==> src/rtl/spell_mem_arb_pkg.sv <==
// Shared types and widths for the two-port memory arbiter.
package spell_mem_arb_pkg;
  localparam int ADDR_W = 8;
  localparam int DATA_W = 8;
  localparam int CNT_W  = 4;

  typedef enum logic [1:0] {
    IDLE    = 2'd0,
    ACCESS  = 2'd1,
    RELEASE = 2'd2
  } state_t;
endpackage

==> src/rtl/spell_arb_rr2.sv <==
// Two-requester grant selection: round-robin on contention, or fixed priority to port 0.
module spell_arb_rr2 (
  input  logic [1:0] req,
  input  logic       last,
  input  logic       rr_en,
  output logic [1:0] gnt
);
  always_comb begin
    gnt = 2'b00;
    case (req)
      2'b01: gnt = 2'b01;
      2'b10: gnt = 2'b10;
      // last=1 means port 1 won previously, so port 0 goes next
      2'b11: gnt = (rr_en && !last) ? 2'b10 : 2'b01;
      default: gnt = 2'b00;
    endcase
  end
endmodule

==> src/rtl/spell_mem_arbiter.sv <==
// Arbitrates two requesters onto one memory port; all outputs registered.
//   state   | meaning
//   IDLE    | waiting for a request; grants and launches the command on the same edge
//   ACCESS  | command held on mem_*; waits for data_ready or the timeout
//   RELEASE | one cycle with mem_select low so the memory drops data_ready
module spell_mem_arbiter
  import spell_mem_arb_pkg::*;
#(
  parameter int TIMEOUT_CYCLES = 15,
  parameter int ROUND_ROBIN    = 1
) (
  input  logic              clock,
  input  logic              reset,
  input  logic              p0_req,
  input  logic [ADDR_W-1:0] p0_addr,
  input  logic [DATA_W-1:0] p0_wdata,
  input  logic              p0_type,
  input  logic              p0_write,
  output logic              p0_ack,
  output logic              p0_err,
  output logic [DATA_W-1:0] p0_rdata,
  input  logic              p1_req,
  input  logic [ADDR_W-1:0] p1_addr,
  input  logic [DATA_W-1:0] p1_wdata,
  input  logic              p1_type,
  input  logic              p1_write,
  output logic              p1_ack,
  output logic              p1_err,
  output logic [DATA_W-1:0] p1_rdata,
  output logic              mem_select,
  output logic [ADDR_W-1:0] mem_addr,
  output logic [DATA_W-1:0] mem_data_in,
  output logic              mem_type,
  output logic              mem_write,
  input  logic [DATA_W-1:0] mem_data_out,
  input  logic              mem_data_ready,
  output logic              busy
);
  localparam logic [CNT_W-1:0] TIMEOUT_CNT = TIMEOUT_CYCLES[CNT_W-1:0];
  localparam logic             RR_EN       = (ROUND_ROBIN != 0);

  state_t            state_q, state_d;
  logic [CNT_W-1:0]  cnt_q, cnt_d;
  logic              gnt1_q, gnt1_d;
  logic              last_q, last_d;
  logic              sel_q, sel_d;
  logic [ADDR_W-1:0] addr_q, addr_d;
  logic [DATA_W-1:0] wdata_q, wdata_d;
  logic              type_q, type_d;
  logic              write_q, write_d;
  logic [1:0]        ack_q, ack_d;
  logic [1:0]        err_q, err_d;
  logic [DATA_W-1:0] rdata0_q, rdata0_d;
  logic [DATA_W-1:0] rdata1_q, rdata1_d;
  logic              busy_q, busy_d;
  logic [1:0]        gnt;

  spell_arb_rr2 u_arb (
    .req   ({p1_req, p0_req}),
    .last  (last_q),
    .rr_en (RR_EN),
    .gnt   (gnt)
  );

  always_ff @(posedge clock or posedge reset) begin
    if (reset) begin
      state_q  <= IDLE;
      cnt_q    <= '0;
      gnt1_q   <= 1'b0;
      last_q   <= 1'b1;
      sel_q    <= 1'b0;
      addr_q   <= '0;
      wdata_q  <= '0;
      type_q   <= 1'b0;
      write_q  <= 1'b0;
      ack_q    <= '0;
      err_q    <= '0;
      rdata0_q <= '0;
      rdata1_q <= '0;
      busy_q   <= 1'b0;
    end else begin
      state_q  <= state_d;
      cnt_q    <= cnt_d;
      gnt1_q   <= gnt1_d;
      last_q   <= last_d;
      sel_q    <= sel_d;
      addr_q   <= addr_d;
      wdata_q  <= wdata_d;
      type_q   <= type_d;
      write_q  <= write_d;
      ack_q    <= ack_d;
      err_q    <= err_d;
      rdata0_q <= rdata0_d;
      rdata1_q <= rdata1_d;
      busy_q   <= busy_d;
    end
  end

  always_comb begin
    state_d  = state_q;
    cnt_d    = cnt_q;
    gnt1_d   = gnt1_q;
    last_d   = last_q;
    sel_d    = sel_q;
    addr_d   = addr_q;
    wdata_d  = wdata_q;
    type_d   = type_q;
    write_d  = write_q;
    ack_d    = '0;
    err_d    = '0;
    rdata0_d = rdata0_q;
    rdata1_d = rdata1_q;

    case (state_q)
      IDLE: begin
        cnt_d = '0;
        if (gnt[0]) begin
          gnt1_d  = 1'b0;
          last_d  = 1'b0;
          sel_d   = 1'b1;
          addr_d  = p0_addr;
          wdata_d = p0_wdata;
          type_d  = p0_type;
          write_d = p0_write;
          state_d = ACCESS;
        end else if (gnt[1]) begin
          gnt1_d  = 1'b1;
          last_d  = 1'b1;
          sel_d   = 1'b1;
          addr_d  = p1_addr;
          wdata_d = p1_wdata;
          type_d  = p1_type;
          write_d = p1_write;
          state_d = ACCESS;
        end
      end
      ACCESS: begin
        // data_ready is checked first so it wins over a coincident timeout
        if (mem_data_ready || (cnt_q == TIMEOUT_CNT)) begin
          sel_d   = 1'b0;
          state_d = RELEASE;
          if (gnt1_q) begin
            ack_d[1] = 1'b1;
            err_d[1] = ~mem_data_ready;
            if (!mem_data_ready)  rdata1_d = '0;
            else if (!write_q)    rdata1_d = mem_data_out;
          end else begin
            ack_d[0] = 1'b1;
            err_d[0] = ~mem_data_ready;
            if (!mem_data_ready)  rdata0_d = '0;
            else if (!write_q)    rdata0_d = mem_data_out;
          end
        end else begin
          cnt_d = cnt_q + 1'b1;
        end
      end
      RELEASE: state_d = IDLE;
      default: state_d = IDLE;
    endcase

    busy_d = (state_d != IDLE);
  end

  assign p0_ack      = ack_q[0];
  assign p1_ack      = ack_q[1];
  assign p0_err      = err_q[0];
  assign p1_err      = err_q[1];
  assign p0_rdata    = rdata0_q;
  assign p1_rdata    = rdata1_q;
  assign mem_select  = sel_q;
  assign mem_addr    = addr_q;
  assign mem_data_in = wdata_q;
  assign mem_type    = type_q;
  assign mem_write   = write_q;
  assign busy        = busy_q;
endmodule

==> config.mk <==
export PLATFORM = sky130hd
export DESIGN_NAME = spell_mem_arbiter
export DESIGN_NICKNAME = d
export VERILOG_FILES = /design/src/rtl/spell_mem_arb_pkg.sv /design/src/rtl/spell_arb_rr2.sv /design/src/rtl/spell_mem_arbiter.sv
export SDC_FILE = /design/constraint.sdc
export NUM_CORES = 1
export LEC_CHECK = 0
export ABC_AREA = 1
export CAP_MARGIN = 30
export CORE_AREA = 2 2 76 78
export DETAILED_ROUTE_END_ITERATION = 6
export DIE_AREA = 0 0 78 80
export GPL_TIMING_DRIVEN = 0
export PLACE_DENSITY = 0.78
export SLEW_MARGIN = 10
export SYNTH_ARGS = -nofsm -noshare
export SYNTH_HDL_FRONTEND = slang
export SYNTH_SLANG_ARGS = --single-unit
==> constraint.sdc <==
create_clock -name clock -period 1.9 [get_ports clock]
set_input_delay 0.285 -clock clock [delete_from_list [all_inputs] [get_ports clock]]
set_output_delay 0.285 -clock clock [all_outputs]
set_load 0.02 [all_outputs]
==> Yosys cells after proc, flatten, opt, wreduce, memory -nomap -nowiden <==
Index checks and enable logic that the tools add are counted.
{ "classes": {"add_sub_neg": 1, "n_eq_ne": 9, "mux": 31, "n_bitwise": 2, "n_reduce_logical": 10} }
{ "ops": {"columns": ["op", "count"], "rows": [
  ["$mux 8", 6],
  ["$mux 2", 8],
  ["$mux 1", 12],
  ["$pmux 4 s2", 1],
  ["$reduce_and 4->1", 2],
  ["$ne 2x2->1 const B", 3],
  ["$pmux 2 s3", 1],
  ["$reduce_bool 2->1", 3],
  ["$add 4x1->4 const B", 1],
  ["$eq 2x1->1 const B", 2],
  ["$eq 2x2->1 const B", 2],
  ["$eq 4x4->1 const B", 1],
  ["$mux 4", 1],
  ["$pmux 2 s2", 1],
  ["$reduce_and 2->1", 2],
  ["$ne 3x3->1 const B", 1],
  ["$reduce_and 3->1", 1],
  ["$logic_not 2->1", 1],
  ["$not 1->1", 2],
  ["$pmux 1 s2", 1],
  ["$logic_or 1x1->1", 1]
]} }
{ "word_totals": {"reg_bits": 48, "in_bits": 49, "out_inout_bits": 40, "wordCells": 67} }

==> Depth between registers and ports, before layout <==
Gate-level depths: netlist (run 1).
{ "depth": {"depth_word": 6, "depth_mapped": 7, "depth_no_buf": 7} }

==> Modules after synthesis <==
Synthesis (run 1) repeated with hierarchy kept, for this count alone.
{ "unflattened": {"hier_cells": 262, "area_unflattened_um2": 2306.0} }
{ "by_module_without_submodules": {"columns": ["mod", "instances", "cells_each", "area_each_um2", "seq_area_each_um2"], "rows": [
  ["spell_mem_arbiter", 1, 252, 2267.2, 1202.4],
  ["spell_arb_rr2", 1, 10, 38.8, 0.0]
]} }

==> Least setup slack after synthesis (run 1) <==
No wires, ideal clock.
{ "synth_path": {"kind": "register to register", "startpoint": "register cnt_q[0]", "endpoint": "register cnt_q[2]", "setup_time_ps": 83, "t_arrival_ps": 1253, "required_ps": 1817, "slack_ps": 565, "path_stages_with_launch": 8, "path_buffers": 1, "synth_period_minus_slack_ps": 1335, "path_cell_list": "dfrtp_1 -> ha_1 -> nand3_1 -> nand2_1 -> buf_4 -> nor2_1 -> inv_1 -> o21ai_0"} }
{ "synth_between": {"elab_chain_cells": 4, "elab_cells_between_ends": 7, "classes_between": "add/sub (1); eq/ne (2); mux (2); reduce/logical (2)"} }
{ "synth_rtl": {"columns": ["element", "line", "rtl"], "rows": [
  ["start: declaration", "spell_mem_arbiter.sv:43", "logic [CNT_W-1:0] cnt_q, cnt_d;"],
  ["start signal: assignment", "spell_mem_arbiter.sv:83", "cnt_q <= cnt_d;"],
  ["parallel branches: the longest is 4 deep, another holds $add 4x1->4", null, null]
]} }
Several ways; the timed one is not identified. The select of a mux whose other input is x is not followed.
A chain may end at the register's enable or synchronous reset.

==> Worst setup path in the final report (run 1) <==
{ "layout_path": {"startpoint": "register write_q (netlist: mem_write)", "endpoint": "output port mem_write"} }
{ "layout_lines": {"columns": ["element", "line", "rtl"], "rows": [
  ["start: declaration", "spell_mem_arbiter.sv:50", "logic write_q, write_d;"],
  ["start signal: assignment", "spell_mem_arbiter.sv:90", "write_q <= write_d;"],
  ["end: declaration", "spell_mem_arbiter.sv:34", "output logic mem_write,"]
]} }
No word-level cell between the ends.

==> results.env, run 1 <==
STATUS='finished clean'
POST-CTS-SETUP-BUFFER-COUNT=0
MUXSHAREOFSYNTHAREA=0
CTSLONGESTPATHBUFFERS=2
YS_WARN_COUNT=0
CHIPHEIGHT_UM=80
TIMING.CRITICAL_PATH.TO_TYPE='output pin'
PLACEMENTROWS=27
DETAILROUTE.VIA_COUNT=2093
FIN_NETS=425
REMAINING_DRC_ERRORS=0
CRITICAL_PATH_BUF_INV_COUNT=1
DRV_CAP=0
CRITICAL_PATH.CELL_CHAIN='clkdlybuf4s50_1'
COMBINED_GLOBAL_ROUTE_UTILIZATION_OF_ALL_METAL_LAYERS=0.180
FINAL_CELL_COUNT_NO_FILL=448
DIEWIDTH_UM=78
SYNTH_SEQ_AREA_SHARE=0.524
POST_SYN_AREA_PER_CELL_UM2=8.23
SYNTH-XOR-AREA-SHARE=0.00381
GRT_MAX_DEGREE=28
CTS.REPAIR.RESIZED=0
INITIALDRTVIOLATIONCOUNT=121
SYNTH-ADDER-AREA-SHARE=0.00545
MAX_SLEW_MARGIN=0.689
FF2FF_SETUP_SLACK_NS=0.36
SYNTH_COMPOUND_AREA_FRAC=0.0959
TOTALNEGATIVESETUPSLACK_NS=0
IOPINCOUNT=89
TRITONCTS='done'
GLOBAL_ROUTE_WIRE_LENGTH_BEFORE_REPAIR_MM=8.81
LAYOUT_WORST_PATH_CYCLE_SHARE=0.867
FINALCLOCKSKEW_NS=0.00619
PER_CELL_ROUTED_WIRE_LENGTH_UM=11.8
CTS.REPORTEDPATHS.CLKPINSLEW_NS=0.09
CORE_AREA_UM2=5410
CTS_HOLD_BUFFERS_ADDED=0
P_LEAK_uW=0.00169
FULL_DIE_AREA_UM2=6240
ANT_NETS=0
LAYOUT-DRIVE-GT1-SHARE=0.120
DRT-PASS1-ITER-COUNT=4
SYN2LAYOUT_AREA_GROWTH_PCT=47.0
WORST-ENDPOINT-REQUIRED_NS=1.62
FINALSETUPVIOLATIONS=0
WORST_PIN_SLEW_NS=0.466
MAIN_COMBINATIONAL_CELL_FAMILY_BY_AREA_AFTER_SYNTHESIS='simple AND/OR/NAND/NOR gates'
SYN-CELL-AREA_UM2=2300
CPMAXSTAGEDELAYCELL='clkdlybuf4s50_1'
FINAL.FILL_COUNT=498
PLACE_HPWL_MM=4.10
PLACE_WORST_SETUP_SLACK_NS=0.184
MIN_PATH_TYPE='in -> async'
INITIAL_CORE_UTIL=0.425
POWER-PER-CELL-AREA_nW_PER_UM2=1420
WORST_PATH_DOMINANT_CELL_FAMILY='buffers and inverters'
GRT_PASS1_VIAS=1950
MAXCLOCKFREQUENCY_MHz=607
CRIT_PATH_START_KIND='register'
FINAL_HOLD_VIOL_COUNT=0
MULTI_INPUT_AREA_UM2=860
NUMBER_OF_SINKS_DRIVEN_BY_THE_CLOCK_TREE=48
POST_SYNTH_AND_OR_NAND_NOR_AREA_FRACTION=0.269
GR-TOTAL-OVERFLOW=0
SETUP_WS_FINAL_NS=0.253
GPL.FINAL_WEIGHTED_CONGESTION=0.796
FINALMAXSLEWVIOLATIONS=0
YOSYSUNIQUECELLTYPES=23
DPL.CELL_COUNT=440
NUM_ANTENNA_CELLS=0
HOLD_SLACK_NS=0.305
HTREE_LEVELS=2
MIN_PERIOD_NS=1.65
CRIT_ARRIVAL_NS=1.36
NUMBER_OF_PORT_BUFFERS=88
NUMCTSBUFFERS=5
FF_LATCH_AREA_UM2=1200
POST_DRT_VIA_CELL_RATIO=4.67
VDD_IR_DROP_MAX_V=0.000566
RSZ_0062_RAISED_AFTER_GLOBAL_ROUTING='no'
FLIP_FLOP_AND_LATCH_COUNT_AFTER_SYNTHESIS=48
SYN_INST=279
SETUP.WORST_PATH.CLASS='reg -> out'
ROUTE.FINAL.WIRE_LENGTH_MM=5.28
GRT_ANTENNA_BEFORE_REPAIR=0
INSERTION_DELAY_NS=0.30
CRITICAL-PATH-MAX-STAGE-DELAY_NS=0.63
SYN-NUM-NETS=329
CTSROOTBUFFERMASTER='clkbuf_8'
PATH_MAX_FANOUT=4
==> logic make-up after synthesis <==
family,after synthesis
XOR/XNOR,1
adder cells (fa/ha/maj),1
AND/OR/NAND/NOR,148
AO/OA/AOI/OAI,32
flip-flops,48
buffers and inverters,49
==> through the flow <==
stage | area, um^2 | util | power [uW]
after floorplan | 2300 | - | 3130
after global placement | 3270 | 0.604 | 4170
after detailed placement | 3290 | 0.608 | 4230
after CTS | 3370 | 0.624 | 4840
after global routing | 3370 | 0.624 | 5130
final | 3370 | 0.624 | 4780
==> cells in the mapped netlist <==
master   count  area (um^2)
xnor2_1      1         8.76
nand4_1      9         56.3
inv_2        1         3.75
buf_6        5         56.3
nor2_2       1         6.26
ha_1         1         12.5
nor2_4       1         11.3
nand2_2      2         12.5
buf_4        2         15.0
o21ai_1     10         50.1
nand3_1      7         35.0
o21ai_2     16          140
a21oi_1      1         5.00
nand2_1    101          379
nor3_1       1         5.00
o21ai_0      5         25.0
nand3_2      2         20.0
dfrtp_1     47         1180
dfstp_2      1         26.3
nor2_1      23         86.3
inv_1       37          139
buf_2        4         20.0
or2_1        1         6.26
==> metal layers <==
metal | vias to the layer above | wire, um | track usage
met2 | 80 | 2570 | 0.308
li1 | 1049 | - | -
met1 | 957 | 2250 | 0.217
met3 | 7 | 380 | 0.0554
met5 | - | 0 | 0
met4 | 0 | 72 | 0.0596
==> sequential cells by signal (all words and copies together) (netlist names), 2 cells and up <==
signal	count
p1_rdata	8
p0_rdata	8
mem_data_in	8
ack_q	2
err_q	2
cnt_q	4
mem_addr	8
state_q	2
==> worst paths after layout <==
path                                     start        endpoint  cells past startpoint
worst min register to register  mem_data_in[6]  mem_data_in[6]                      2
worst min-delay path                     reset     p1_rdata[5]                      2
worst max-delay path                 mem_write       mem_write                      1
max in group asynchronous                reset          last_q                      3
min in group clock              mem_data_in[6]  mem_data_in[6]                      2
worst max register to register        cnt_q[0]        cnt_q[0]                      7
==> final cells by class <==
type / count / share of cell area
Sequential cell: 48 / 0.356
Clock inverter: 3 / 0.00556
Timing Repair Buffer: 89 / 0.267
Multi-Input combinational cell: 182 / 0.255
Tap cell: 72 / 0.0267
Clock buffer: 5 / 0.0204
Buffer: 11 / 0.0271
Inverter: 38 / 0.0423
==> cell usage in the layout (no fill, tap or decap) <==
cell type / instances
xnor2_1: 1
nand3_2: 2
buf_4: 2
nand2_2: 2
or2_1: 1
nor2_1: 23
inv_2: 2
nand4_1: 9
buf_6: 5
nand3_1: 7
clkbuf_8: 5
o21ai_1: 10
nor2_2: 1
o21ai_2: 16
inv_1: 36
a21oi_1: 1
clkinv_2: 2
buf_2: 4
clkdlybuf4s50_1: 88
dfrtp_1: 47
o21ai_0: 5
nor2_4: 1
dfstp_2: 1
clkinv_4: 1
nor3_1: 1
ha_1: 1
buf_12: 1
nand2_1: 101
==> report_power, final <==
group | total, uW | internal, uW | switching [uW]
Clock | 598 | 257 | 341
Sequential | 1700 | 1450 | 244
Combinational | 2490 | 1140 | 1350
Note: power is estimated with default switching activity, not from simulation.
==> run 2, diff against run 1 <==
--- a/config.mk
+++ b/config.mk
@@ -15,4 +15,5 @@
 export SLEW_MARGIN = 10
 export SYNTH_ARGS = -nofsm -noshare
 export SYNTH_HDL_FRONTEND = slang
+export SYNTH_HIERARCHICAL = 1
 export SYNTH_SLANG_ARGS = --single-unit
==> run 2 against run 1 <==
- clock skew decreased by 0.0021 ns
- cell count shrank 3.6%
- register-to-register slack worse by 0.12 ns
- area after synthesis grew 0.44%
- sequential share of layout area fell by 0.43 points
- global-route usage increased by 0.79 points
- maximum frequency down 2.8%
- combinational power decreased by 2%
- worst setup slack lost 0.048 ns
- hold slack got worse by 0.027 ns
- largest cell class unchanged
==> results.env, run 2 <==
INITIALDRTVIOLATIONCOUNT=62  # -49%
STATUS='finished clean'
GR-TOTAL-OVERFLOW=0  # unchanged
POWER-PER-CELL-AREA_nW_PER_UM2=1440  # +1.6%
FINAL_HOLD_VIOL_COUNT=0  # unchanged
WORST_PATH_DOMINANT_CELL_FAMILY='buffers and inverters'
POST_SYNTH_MOST_FREQUENT_CELLS='nand2_1 (99), dfrtp_1 (47), inv_1 (18)'
TIMING.CRITICAL_PATH.TO_TYPE='output pin'
POST_SYNTH_AND_OR_NAND_NOR_AREA_FRACTION=0.319  # +0.0498
MIN_PERIOD_NS=1.69  # +0.0479 ns
RSZ_0062_RAISED_AFTER_GLOBAL_ROUTING='no'
FINALCOREUTILIZATION=0.632  # +0.00764
SYNTH-XOR-AREA-SHARE=0.00380  # -0.0000166
PER_CELL_ROUTED_WIRE_LENGTH_UM=12.9  # +9.6%
POWER_FRAC_CLOCK=0.152  # +0.027
P_LEAK_uW=0.00166  # -1.3%
SYNTH_LARGEST_AREA_CELL='dfrtp_1'
YS_WARN_COUNT=6  # +6
CTS_HOLD_BUFFERS_ADDED=0  # unchanged
FF2FF_SETUP_SLACK_NS=0.24  # -0.12 ns
POST-CTS-SETUP-BUFFER-COUNT=0  # unchanged
FIN_NETS=409  # -3.8%
COMB_POWER_SHARE=0.493  # -0.028
SYNTH-EDFF-COUNT=0  # unchanged
PLACE_WORST_SETUP_SLACK_NS=-0.0139  # -0.198 ns
SWITCHINGPOWER_uW=1980  # +2.5%
SYN2LAYOUT_AREA_GROWTH_PCT=48.1
SYNTH_FLOP_TYPE='dfrtp_1'
CTSLONGESTPATHBUFFERS=2  # unchanged
DRV_CAP=0  # unchanged
FINALMAXSLEWVIOLATIONS=0  # unchanged
LAYOUT.CELLS.MOST_COMMON_LIST='nand2_1 (99), clkdlybuf4s50_1 (88), dfrtp_1 (47)'
SETUP.WORST_PATH.CLASS='reg -> out'
INSERTION_DELAY_NS=0.30  # about the same
NUMCTSBUFFERS=5  # unchanged
LAYOUT_WORST_PATH_CYCLE_SHARE=0.892  # +0.0252
DIEWIDTH_UM=78  # unchanged
POST_DRT_VIA_CELL_RATIO=4.83  # +3.4%
GLOBAL_ROUTE_WIRE_LENGTH_BEFORE_REPAIR_MM=9.17  # +4.1%
GRT_MAX_DEGREE=32  # +14%
PLACEMENTROWS=27  # unchanged
INITIAL_CORE_UTIL=0.427  # +0.00185
ANT_NETS=0  # unchanged
NUM_ANTENNA_CELLS=0  # unchanged
MAIN_COMBINATIONAL_CELL_FAMILY_BY_AREA_AFTER_SYNTHESIS='simple AND/OR/NAND/NOR gates'
PATH_MAX_FANOUT=4  # unchanged
PATH_DEPTH=1  # unchanged
GRT_ANTENNA_BEFORE_REPAIR=0  # unchanged
CRITICAL_PATH_BUF_INV_COUNT=1  # unchanged
WORST-ENDPOINT-REQUIRED_NS=1.62  # about the same
CRITICAL-PATH-MAX-STAGE-DELAY_NS=0.66  # +0.03 ns
CTS.REPAIR.RESIZED=0  # unchanged
NETLIST.AREA_LEADER.SHARE=0.510  # -0.00222
NUMBER_OF_SINKS_DRIVEN_BY_THE_CLOCK_TREE=48  # unchanged
SYN-CELL-AREA_UM2=2310  # +0.44%
DETAILROUTE.VIA_COUNT=2086  # -0.33%
MIN_PATH_TYPE='in -> async'
ROUTE.FINAL.WIRE_LENGTH_MM=5.58  # +5.7%
FINALCLOCKSKEW_NS=0.00406  # -0.00213 ns
YOSYSUNIQUECELLTYPES=27  # +17%
LAYOUT-DRIVE-GT1-SHARE=0.136  # +0.0164
GRT_PASS1_VIAS=2078  # +6.6%
IOPINCOUNT=89  # unchanged
POST_SYN_AREA_PER_CELL_UM2=8.80  # +7.0%
CRITICAL_PATH.CELL_CHAIN='clkdlybuf4s50_1'
GPL.FINAL_WEIGHTED_CONGESTION=0.877  # +10%
SYNTH-ADDER-AREA-SHARE=0.00543  # -0.0000237
PLACE_HPWL_MM=4.21  # +2.6%
INTPOWER_uW=2940  # +3.0%
MOSTFREQUENTLAYOUTCELL='nand2_1'
SYNTH_AREA_LEADERS='dfrtp_1 (51%), nand2_1 (16%), o211ai_1 (5.2%)'
HTREE_LEVELS=2  # unchanged
CRIT_PATH_START='mem_write'
CORE_AREA_UM2=5410  # unchanged
COMBINED_GLOBAL_ROUTE_UTILIZATION_OF_ALL_METAL_LAYERS=0.188  # +0.00788
ASYNC_RESET_FF_FRAC=1.00  # unchanged
WORSTREG2REGEND='mem_data_in[2]'
CHIPHEIGHT_UM=80  # unchanged
CRIT_PATH_START_KIND='register'
CTSROOTBUFFERMASTER='clkbuf_8'
CRIT-REG2REG-LAUNCH='last_q'
SYN_INST=262  # -6.1%
CRIT_END='mem_write'
SETUP_WS_FINAL_NS=0.205  # -0.0479 ns
MUXSHAREOFSYNTHAREA=0  # unchanged
SYNTH_COMPOUND_AREA_FRAC=0.0765  # -0.0194
REG2REG_DEPTH=9  # +2
MAXCLOCKFREQUENCY_MHz=590  # -2.8%
DRT-PASS1-ITER-COUNT=4  # unchanged
FULL_DIE_AREA_UM2=6240  # unchanged
FINALSETUPVIOLATIONS=0  # unchanged
CTS.REPORTEDPATHS.CLKPINSLEW_NS=0.09  # about the same
FLIP_FLOP_AND_LATCH_COUNT_AFTER_SYNTHESIS=48  # unchanged
SYNTH_SEQ_AREA_SHARE=0.521  # -0.00227
CPMAXSTAGEDELAYCELL='clkdlybuf4s50_1'
POWER_SWITCHING_SHARE=0.403  # -0.00116
NUMBER_OF_PORT_BUFFERS=88  # unchanged
YOSYSMOSTFREQUENTCELL='nand2_1'
SEQUENTIALPOWERSHARE=0.354  # about the same
REMAINING_DRC_ERRORS=0  # unchanged
TOTALNEGATIVESETUPSLACK_NS=0  # unchanged
CRIT_ARRIVAL_NS=1.41  # +0.05 ns
VDD_IR_DROP_MAX_V=0.00101  # +79%
TRITONCTS='done'
[run 2: changes by cell type after synthesis, moves of 3 or more]
cell,change
o21ai_1,-10
inv_1,-19
buf_6,-5
nand4_1,+8
nor2_1,-17
or2_2,+15
o211ai_1,+16
buf_2,+3
o21ai_2,-16
[run 2: worst min path at each step]
stage / start / slack, ns / end
2_1_floorplan: p0_wdata[0] / 0.42 / mem_data_in[0]
3_3_place_gp: last_q / 0.45 / last_q
3_5_place_dp: p0_rdata[0] / 0.46 / p0_rdata[0]
4_1_cts: reset / 0.28 / p0_rdata[4]
5_1_grt: reset / 0.30 / p0_rdata[6]
6_report: reset / 0.28 / p0_rdata[6]
[run 2: final cells by class]
cell class	count	area (um^2)
repair buffers	89	901
plain buffers	11	87.6
multi-input cells	183	941
inverters	21	78.8
flip-flops and latches	48	1200
clock buffers	5	68.8
well taps	72	90.1
clock inverters	3	46.3
fillers	480	1990
[run 2: cell families after synthesis]
group | Yosys count
simple gates | 157
flops | 48
buf+inv | 32
compound gates | 22
xor+xnor | 1
fa+ha+maj | 1
other cells | 1
[run 2: routing by layer]
metal  GRT usage  part of all wire  up-vias
li1            -                 -     1039
met3      0.0713              0.11        2
met4      0.0509            0.0025        0
met1       0.212              0.40      945
met2       0.334              0.49      100
met5           0                 0        -
[run 2: power groups by stage]
| stage | logic, uW | clock network (uW) | registers [uW] |
|---|---|---|---|
| floorplan | 906 | 0 | 2170 |
| CTS | 2450 | 772 | 1750 |
| global route | 2670 | 812 | 1800 |
| detailed placement | 2450 | 0 | 1750 |
| finish | 2430 | 750 | 1740 |
| global placement | 2390 | 0 | 1740 |
[run 2: worst reg2reg max path, cell delays in order, from the launching register on]
cell and delay [ns]:
dfstp_2 0.55, inv_1 0.06, nand2_1 0.06, nand2_1 0.04, nand2_1 0.07, buf_2 0.20, inv_2 0.11, buf_2 0.21
o211ai_1 0.19, nand2_1 0.07
[run 2: through the flow]
stage / power (uW) / cells / hold slack, ns / instance area [um^2]
after floorplan: 3070 / 263 / 0.419 / 2310
after global placement: 4130 / 423 / 0.453 / 3280
after detailed placement: 4200 / 424 / 0.460 / 3300
after CTS: 4970 / 432 / 0.281 / 3420
after global routing: 5280 / 432 / 0.296 / 3420
final: 4920 / 432 / 0.278 / 3420
